===== src/rtl/s1488_state_stage.sv =====
// Sequential wrapper around the combinational s1488 next-state slices: holds v6..v12,
// registers v0..v5/CLR per step and hands each result off on a valid/ready port.
// Optional result signature MISR enabled by defining S1488_STATE_SIG_EN.
module s1488_state_stage #(
    parameter int unsigned STATE_W = 7,
    parameter int unsigned PI_W    = 6,
    parameter int unsigned CNT_W   = 16,
    parameter logic [STATE_W-1:0] RESET_STATE = '0
) (
    input  logic               CK,
    input  logic               RST,
    input  logic               in_valid,
    output logic               in_ready,
    input  logic [PI_W-1:0]    pi,
    input  logic               clr_in,
    output logic [PI_W-1:0]    pi_q,
    output logic               clr_q,
    output logic [STATE_W-1:0] state_q,
    input  logic [STATE_W-1:0] ns,
    output logic               out_valid,
    input  logic               out_ready,
    output logic [STATE_W-1:0] out_state,
    output logic [CNT_W-1:0]   step_cnt,
    output logic [15:0]        sig
);

    typedef enum logic [1:0] {
        IDLE = 2'd0,
        EVAL = 2'd1,
        RESP = 2'd2
    } fsm_t;

    fsm_t fsm;
    logic handoff;

    assign handoff  = (fsm == RESP) && out_ready;
    // A new vector may enter in IDLE, or in RESP in the same cycle the result leaves.
    assign in_ready = (fsm == IDLE) || handoff;

    always_ff @(posedge CK or posedge RST) begin
        if (RST) begin
            fsm       <= IDLE;
            state_q   <= RESET_STATE;
            pi_q      <= '0;
            clr_q     <= 1'b0;
            out_state <= '0;
            out_valid <= 1'b0;
            step_cnt  <= '0;
        end else begin
            case (fsm)
                IDLE: begin
                    if (in_valid) begin
                        pi_q  <= pi;
                        clr_q <= clr_in;
                        fsm   <= EVAL;
                    end
                end
                EVAL: begin
                    // Slices have seen pi_q/clr_q/state_q for a full cycle; close the loop.
                    state_q   <= ns;
                    out_state <= ns;
                    out_valid <= 1'b1;
                    fsm       <= RESP;
                end
                RESP: begin
                    if (out_ready) begin
                        step_cnt  <= step_cnt + CNT_W'(1);
                        out_valid <= 1'b0;
                        if (in_valid) begin
                            pi_q  <= pi;
                            clr_q <= clr_in;
                            fsm   <= EVAL;
                        end else begin
                            fsm <= IDLE;
                        end
                    end
                end
                default: fsm <= IDLE;
            endcase
        end
    end

`ifdef S1488_STATE_SIG_EN
    // CRC-16-CCITT style MISR folding in each handed-off result.
    always_ff @(posedge CK or posedge RST) begin
        if (RST) begin
            sig <= 16'hFFFF;
        end else if (handoff) begin
            sig <= {sig[14:0], sig[15]}
                 ^ (sig[15] ? 16'h1020 : 16'h0000)
                 ^ 16'(out_state);
        end
    end
`else
    assign sig = 16'h0000;
`endif

endmodule


===== config.mk =====
export PLATFORM = sky130hd
export DESIGN_NAME = s1488_state_stage
export DESIGN_NICKNAME = d
export VERILOG_FILES = /design/src/rtl/s1488_state_stage.sv
export SDC_FILE = /design/constraint.sdc
export NUM_CORES = 1
export LEC_CHECK = 0
export CAP_MARGIN = 20
export CORE_MARGIN = 3
export CORE_UTILIZATION = 35
export DETAILED_ROUTE_END_ITERATION = 10
export GPL_ROUTABILITY_DRIVEN = 0
export GPL_TIMING_DRIVEN = 0
export PLACE_DENSITY_LB_ADDON = 0.05
export SLEW_MARGIN = 40
export SYNTH_ARGS = -nofsm -noshare
export SYNTH_HDL_FRONTEND = slang
export SYNTH_SLANG_ARGS = --single-unit

===== constraint.sdc =====
create_clock -name CK -period 1.9 [get_ports CK]
set_input_delay 0.38 -clock CK [delete_from_list [all_inputs] [get_ports CK]]
set_output_delay 0.38 -clock CK [all_outputs]
set_load 0.1 [all_outputs]

Word-level counts from Yosys, hierarchy flattened
Index checks and enable logic that the tools add are counted. W data, S select, Z words.

$add $sub $neg: 1. Equality and inequality tests: 4. Mux-type cells: 12. Reductions and logical operators: 9.

Operators with widths (count): $add A16 B1 Y16 const B (1); $mux W6 (2); $pmux W6 S2 (1); $reduce_and A2 Y1 (4); $pmux W2 S3 (1); $mux W1 (4); $mux W2 (2); $ne A2 B2 Y1 const B (2); $pmux W1 S2 (2); $reduce_bool A2 Y1 (2); $eq A2 B1 Y1 const B (1); $eq A2 B2 Y1 const B (1); $logic_not A2 Y1 (1); $logic_and A1 B1 Y1 (1); $logic_or A1 B1 Y1 (1).

Logic and storage cells: 32. Bits of input ports: 18. Register bits: 33. Output and inout port bits: 55.

Longest topological paths before layout
Gate-level depths: netlist of run 1.

Word-level depth: 3. Mapped depth: 5. Depth with buffers taken out: 4.

Worst setup path after synthesis of run 1
No wires, ideal clock.

Kind: input -> register. Start: input out_ready. End: register clr_q. Arrival time: 2.650 ns. Path buffers: 1. Cell stages on the path: 5. Setup slack: -0.876 ns. Cell sequence: inv_1 -> a21oi_1 -> and2_1 -> buf_4 -> mux2_2.

Cells in the longest elaborated chain, start to end: 2.

Ends and longest elaborated chain: start, declared (line 21) `input logic out_ready,`; $ne A2 B2 Y1 (no line); $reduce_and A2 Y1 (no line); end signal, assigned (line 54) `clr_q <= clr_in;`; end signal, assigned (line 71) `clr_q <= clr_in;`; end, declared (line 17) `output logic clr_q,`.

Every way passes these cells. A chain may end at the register's enable or synchronous reset.

Worst setup path in the final report of run 1
Start: input out_ready. End: output in_ready.

Cells in the longest elaborated chain, start to end: 2.

Ends and longest elaborated chain: $logic_and A1 B1 Y1 (line 36) `assign handoff = (fsm == RESP) && out_ready;`; $logic_or A1 B1 Y1 (line 38) `assign in_ready = (fsm == IDLE) || handoff;`; end, declared (line 13) `output logic in_ready,`.

Every way passes these cells.

==> summary.md, run 1 <==
| Metric | Value |
|---|---|
| Count leader, synth | `dfrtp_1` |
| Die area | `5300 um^2` |
| Relative slew slack | `55.6%` |
| Die X | `72.8 um` |
| Synth Register Bits | `33` |
| Post-synth top area cell | `dfrtp_1` |
| Clock sink total | `33` |
| TritonRoute pass-1 iters | `4` |
| Die Ht | `72.8 um` |
| Crit path kind | `in2out` |
| Reg2reg end | `step_cnt[15]$_DFFE_PP0P_` |
| Cell variety after synth | `23` |
| Area Overhead vs Synth | `39.1%` |
| Tmin final | `1850 ps` |
| Residual DRC | `0` |
| Global-route usage over all layers | `12.7%` |
| Status | `completed` |
| CP max FO | `5` |
| Worst r2r src | `fsm[0]$_DFFE_PP0P_` |
| CP required | `1520 ps` |
| Hold Path End | `step_cnt[15]$_DFFE_PP0P_` |
| Detail Route Antenna Nets | `0` |
| CP max stage delay | `540 ps` |
| Maximum clock frequency | `541 MHz` |
| Worst Reg-to-Reg Cells | `4` |
| Total core area | `4140 um^2` |
| Layout Skew | `4.93 ps` |
| Seq/Total Area, Yosys | `52.8%` |
| Crit share post-route | `97.3%` |
| Commonest cells in the synthesized netlist | `dfrtp_1, buf_4, mux2_2` |
| Hold buffers post-CTS | `0` |
| Main synth FF type | `dfrtp_1` |
| Grt ovf | `0` |
| Antenna violations before repair | `0` |
| FF-to-FF setup slack | `360 ps` |
| Startpoint types | `input pin` |
| Hold Crit Depth | `1` |
| Post-Syn Area per Cell | `12.0 um^2` |
| Clock latency on the worst-skew pair | `280 ps` |
| Starting density of the core | `37.7%` |
| Max_cap viols | `0` |
| WP data arrival | `1470 ps` |
| Final setup viols | `0` |
| Worst-margin pin slew | `665 ps` |
| Proportion of layout cells with a drive suffix above 1 | `49.8%` |
| Port bufs | `56` |
| # diodes | `0` |
| Detailed Place HPWL | `2360 um` |
| Final Max Tran Viols | `0` |
| First-pass GRT wire length | `5180 um` |
| Setup TNS | `0 ps` |
| Routed wire length | `3070 um` |
| Site row count | `23` |
| TritonCTS clock tree | `done` |
| CTS Buffer Depth | `2` |
| Largest net degree at the start of global routing | `34` |
| DR vias/cell | `4.28` |
| CTS clk-pin slew, worst paths | `70 ps` |
| Share of flip-flops with an asynchronous set or reset | `100%` |
| Critical Path Slowest Stage Cell | `clkdlybuf4s50_1` |
| Io pins | `73` |
| Post-synth EDFFs | `0` |
| Final net count | `227` |
| RSZ-0062 raised after global routing | `false` |
| Synth area leaders | `dfrtp_1, buf_4, mux2_2, xnor2_1, nand2_1` |
| Avg WL per Cell | `11.9 um` |
| Number of CTS-inserted buffers | `5` |
| Via count | `1108` |
| Htree depth | `2` |
| Vias in the first global route | `1113` |
| Mapped Cells | `130` |
| Hold Vio Cnt, Final | `0` |
| CP Capture Type | `output pin` |
| Yosys warns | `0` |
| HP Class | `reg2reg` |
| Min-delay src | `step_cnt[15]$_DFFE_PP0P_` |
| Top-area cell type share of the netlist area | `52.8%` |
| DR iter-0 viols | `39` |
| Synthesized area | `1560 um^2` |
| Fillers | `402` |
| Clk root buf | `clkbuf_8` |
| CP Cell Sequence | `clkdlybuf4s50_1, inv_1, a21oi_4, buf_4` |
-- worst max path at each step --
stage                                     to  cells past startpoint  slack [ps]                    start
floorplan           step_cnt[15]$_DFFE_PP0P_                      4          10  step_cnt[3]$_DFFE_PP0P_
global placement                    in_ready                      4        -800                out_ready
detailed placement                  in_ready                      4        -100                out_ready
CTS                                 in_ready                      4          30                out_ready
global route                        in_ready                      4           6                out_ready
finish                              in_ready                      4          50                out_ready
-- routing by layer --
metal	global-route usage [%]	share of wire (%)	vias up
met3	4.13	9.5	4
met2	21.5	49	43
met5	0	0	-
met1	14.5	41	520
met4	5.53	1.2	0
li1	-	-	541
-- cell usage in the layout (no fill, tap or decap), types with 2 or more instances in the layout --
cell type,n
nor3_2,3
xnor2_1,12
mux2_2,14
buf_2,39
nand2_1,9
clkdlybuf4s50_1,17
nor2_1,3
xor2_1,3
clkbuf_8,7
dfrtp_2,9
nand4_1,5
inv_1,3
dfrtp_1,24
and2_1,2
nand3_1,4
nand3b_1,2
buf_4,25
conb_1,16
a21oi_1,2
-- kinds of logic after synthesis --
family          after synthesis  synth area share (%)
xor+xnor                     15                  8.41
fa+ha+maj                     1                 0.801
simple gates                 34                  13.9
other cells                   1                 0.240
flops                        33                  52.8
mux                          14                  10.1
buf+inv                      29                  12.8
compound gates                3                 0.960
-- flip-flops by register name (all words and copies together) (netlist names) --
register / count
step_cnt: 16
pi_q: 6
clr_q: 1
out_valid: 1
fsm: 2
out_state: 7
-- layout make-up --
type                    count  area (um^2)  area share (%)
well taps                  50         62.6            2.88
multi-input cells          83          604            27.8
repair buffers             56          368            16.9
inverters                   4         15.0           0.691
clock buffers               7         96.3            4.43
plain buffers              25          185            8.52
flip-flops and latches     33          837            38.5
clock inverters             1         5.00           0.230
-- worst max-delay path, delay by kind of cell --
kind / cells / cell delay (ps)
AO/OA/AOI/OAI: 1 / 150
buffers and inverters: 3 / 930
-- through the flow --
stage	hold WS, ps	setup WS (ps)	util [%]	cells	area, um^2
finish	475	51.8	52.4	259	2170
global route	513	6.09	52.4	259	2170
CTS	480	34.8	52.4	259	2170
detailed placement	465	-96.9	49.9	251	2070
global placement	463	-799	54.6	251	2260
floorplan	508	12.0	-	145	1640
-- repair_timing --
action	in CTS	in global routing
setup buffers	0	0
setup endpoints to repair	1	0
resized for setup	1	0
Power of run 1 is left out: the tool's default activity adds up to more than one toggle a clock period on the data nets, which glitch-free logic cannot reach.
==> run 2: changes to the inputs <==
--- a/config.mk
+++ b/config.mk
@@ -12,6 +12,7 @@
 export GPL_ROUTABILITY_DRIVEN = 0
 export GPL_TIMING_DRIVEN = 0
 export PLACE_DENSITY_LB_ADDON = 0.05
+export SETUP_SLACK_MARGIN = 0.2
 export SLEW_MARGIN = 40
 export SYNTH_ARGS = -nofsm -noshare
 export SYNTH_HDL_FRONTEND = slang
==> run 2 against run 1 <==
Hold slack better by 5.1 ps. Non-clock buffer count stayed put. Count of clock-buffer cells in the layout stayed put. First-iteration DRC count is 31% lower. Largest cell class unchanged.
==> summary.md, run 2 (same netlist as run 1, synthesis figures left out) <==
| Metric | Value |
|---|---|
| Tmin final | `1570 ps` |
| Die Ht | `72.8 um` |
| First-pass GRT wire length | `5110 um` |
| CP Capture Type | `register` |
| Clock latency on the worst-skew pair | `280 ps` |
| Starting density of the core | `37.7%` |
| HP Class | `reg2reg` |
| Area Overhead vs Synth | `41.1%` |
| Crit path kind | `reg2reg` |
| CTS clk-pin slew, worst paths | `70 ps` |
| Worst slack, placed | `-85.5 ps` |
| Most frequent cells in the layout | `buf_2, buf_4, dfrtp_2, conb_1, clkdlybuf4s50_1` |
| Layout Skew | `4.56 ps` |
| Global-route usage over all layers | `12.6%` |
| Setup TNS | `0 ps` |
| CP max stage delay | `450 ps` |
| TritonRoute pass-1 iters | `4` |
| Final setup margin | `327 ps` |
| Worst-margin pin slew | `684 ps` |
| Largest net degree at the start of global routing | `34` |
| Routed wire length | `3080 um` |
| Inst Count DP | `251` |
| Reg with most FFs | `step_cnt` |
| Relative slew slack | `54.4%` |
| Site row count | `23` |
| Max_cap viols | `0` |
| Die area | `5300 um^2` |
| Hold Vio Cnt, Final | `0` |
| Number of flip-flops in the largest register | `16` |
| Die X | `72.8 um` |
| CTS Buffer Depth | `2` |
| Final setup viols | `0` |
| Final net count | `227` |
| Final cell count without fillers | `259` |
| WP data arrival | `1740 ps` |
| # diodes | `0` |
| Status | `completed` |
| Via count | `1132` |
| Hold buffers post-CTS | `0` |
| DR iter-0 viols | `27` |
| CP max FO | `6` |
| CP required | `2070 ps` |
| Port bufs | `56` |
| Antenna violations before repair | `0` |
| Vias in the first global route | `1103` |
| Detail Route Antenna Nets | `0` |
| RSZ-0062 raised after global routing | `false` |
| Number of CTS-inserted buffers | `5` |
| Clk root buf | `clkbuf_8` |
| Residual DRC | `0` |
| DR vias/cell | `4.37` |
| Maximum clock frequency | `636 MHz` |
| Clock sink total | `33` |
| Largest regs | `step_cnt (16), out_state (7), pi_q (6)` |
| Proportion of layout cells with a drive suffix above 1 | `55.0%` |
| Detailed Place HPWL | `2370 um` |
| Grt ovf | `0` |
| Crit share post-route | `82.8%` |
| Final cell utilization of the core | `53.2%` |
| Avg WL per Cell | `11.9 um` |
| Startpoint types | `register` |
| Total core area | `4140 um^2` |
| Io pins | `73` |
| Most common cell after layout, fill and taps aside | `buf_2` |
| CP Cell Sequence | `nand3b_1, nor2_1, nand4_1, xnor2_1` |
| TritonCTS clock tree | `done` |
| Critical Path Slowest Stage Cell | `dfrtp_1` |
| Htree depth | `2` |
| Final Max Tran Viols | `0` |
==> run 2: final timing paths <==
kind	startpoint	to	slack [ps]	depth (start not counted)
max	fsm[0]$_DFFE_PP0P_	step_cnt[15]$_DFFE_PP0P_	330	4
max in group asynchronous	RST	step_cnt[6]$_DFFE_PP0P_	870	2
min	step_cnt[9]$_DFFE_PP0P_	step_cnt[9]$_DFFE_PP0P_	480	1
max reg2reg	fsm[0]$_DFFE_PP0P_	step_cnt[15]$_DFFE_PP0P_	330	4
min reg2reg	step_cnt[9]$_DFFE_PP0P_	step_cnt[9]$_DFFE_PP0P_	480	1
min in group asynchronous	RST	pi_q[3]$_DFFE_PP0P_	520	2
==> run 2: critical path: cells and delay by family, from the launching register on <==
kind                      cells  cell delay (ps)
xor gates and xnor gates      1              160
and+or+nand+nor               3              860
DFF                           1              450
==> run 2: what timing repair did <==
item	in CTS	in global routing
hold endpoints to repair	0	0
setup endpoints to repair	1	0
setup buffers	0	0
resized for setup	5	0
==> run 2: metal layers <==
| layer | part of all wire (%) | GRT usage [%] |
|---|---|---|
| met3 | 8.9 | 4.27 |
| met5 | 0 | 0 |
| met4 | 0.26 | 4.92 |
| met1 | 43 | 15.6 |
| met2 | 48 | 20.2 |
==> run 2: per-stage QoR <==
step	hold slack, ps	cell area [um^2]
floorplan	508	1660
global placement	463	2280
detailed placement	470	2090
CTS	484	2200
global route	501	2200
finish	480	2200
==> run 2: layout make-up <==
type / instances / area (um^2)
repair buffers: 56 / 379
clock buffers: 7 / 96.3
flip-flops and latches: 33 / 853
fillers: 386 / 1940
multi-input cells: 83 / 604
clock inverters: 1 / 5.00
well taps: 50 / 62.6
plain buffers: 25 / 189
inverters: 4 / 15.0
Power of run 2 is left out for the same reason.
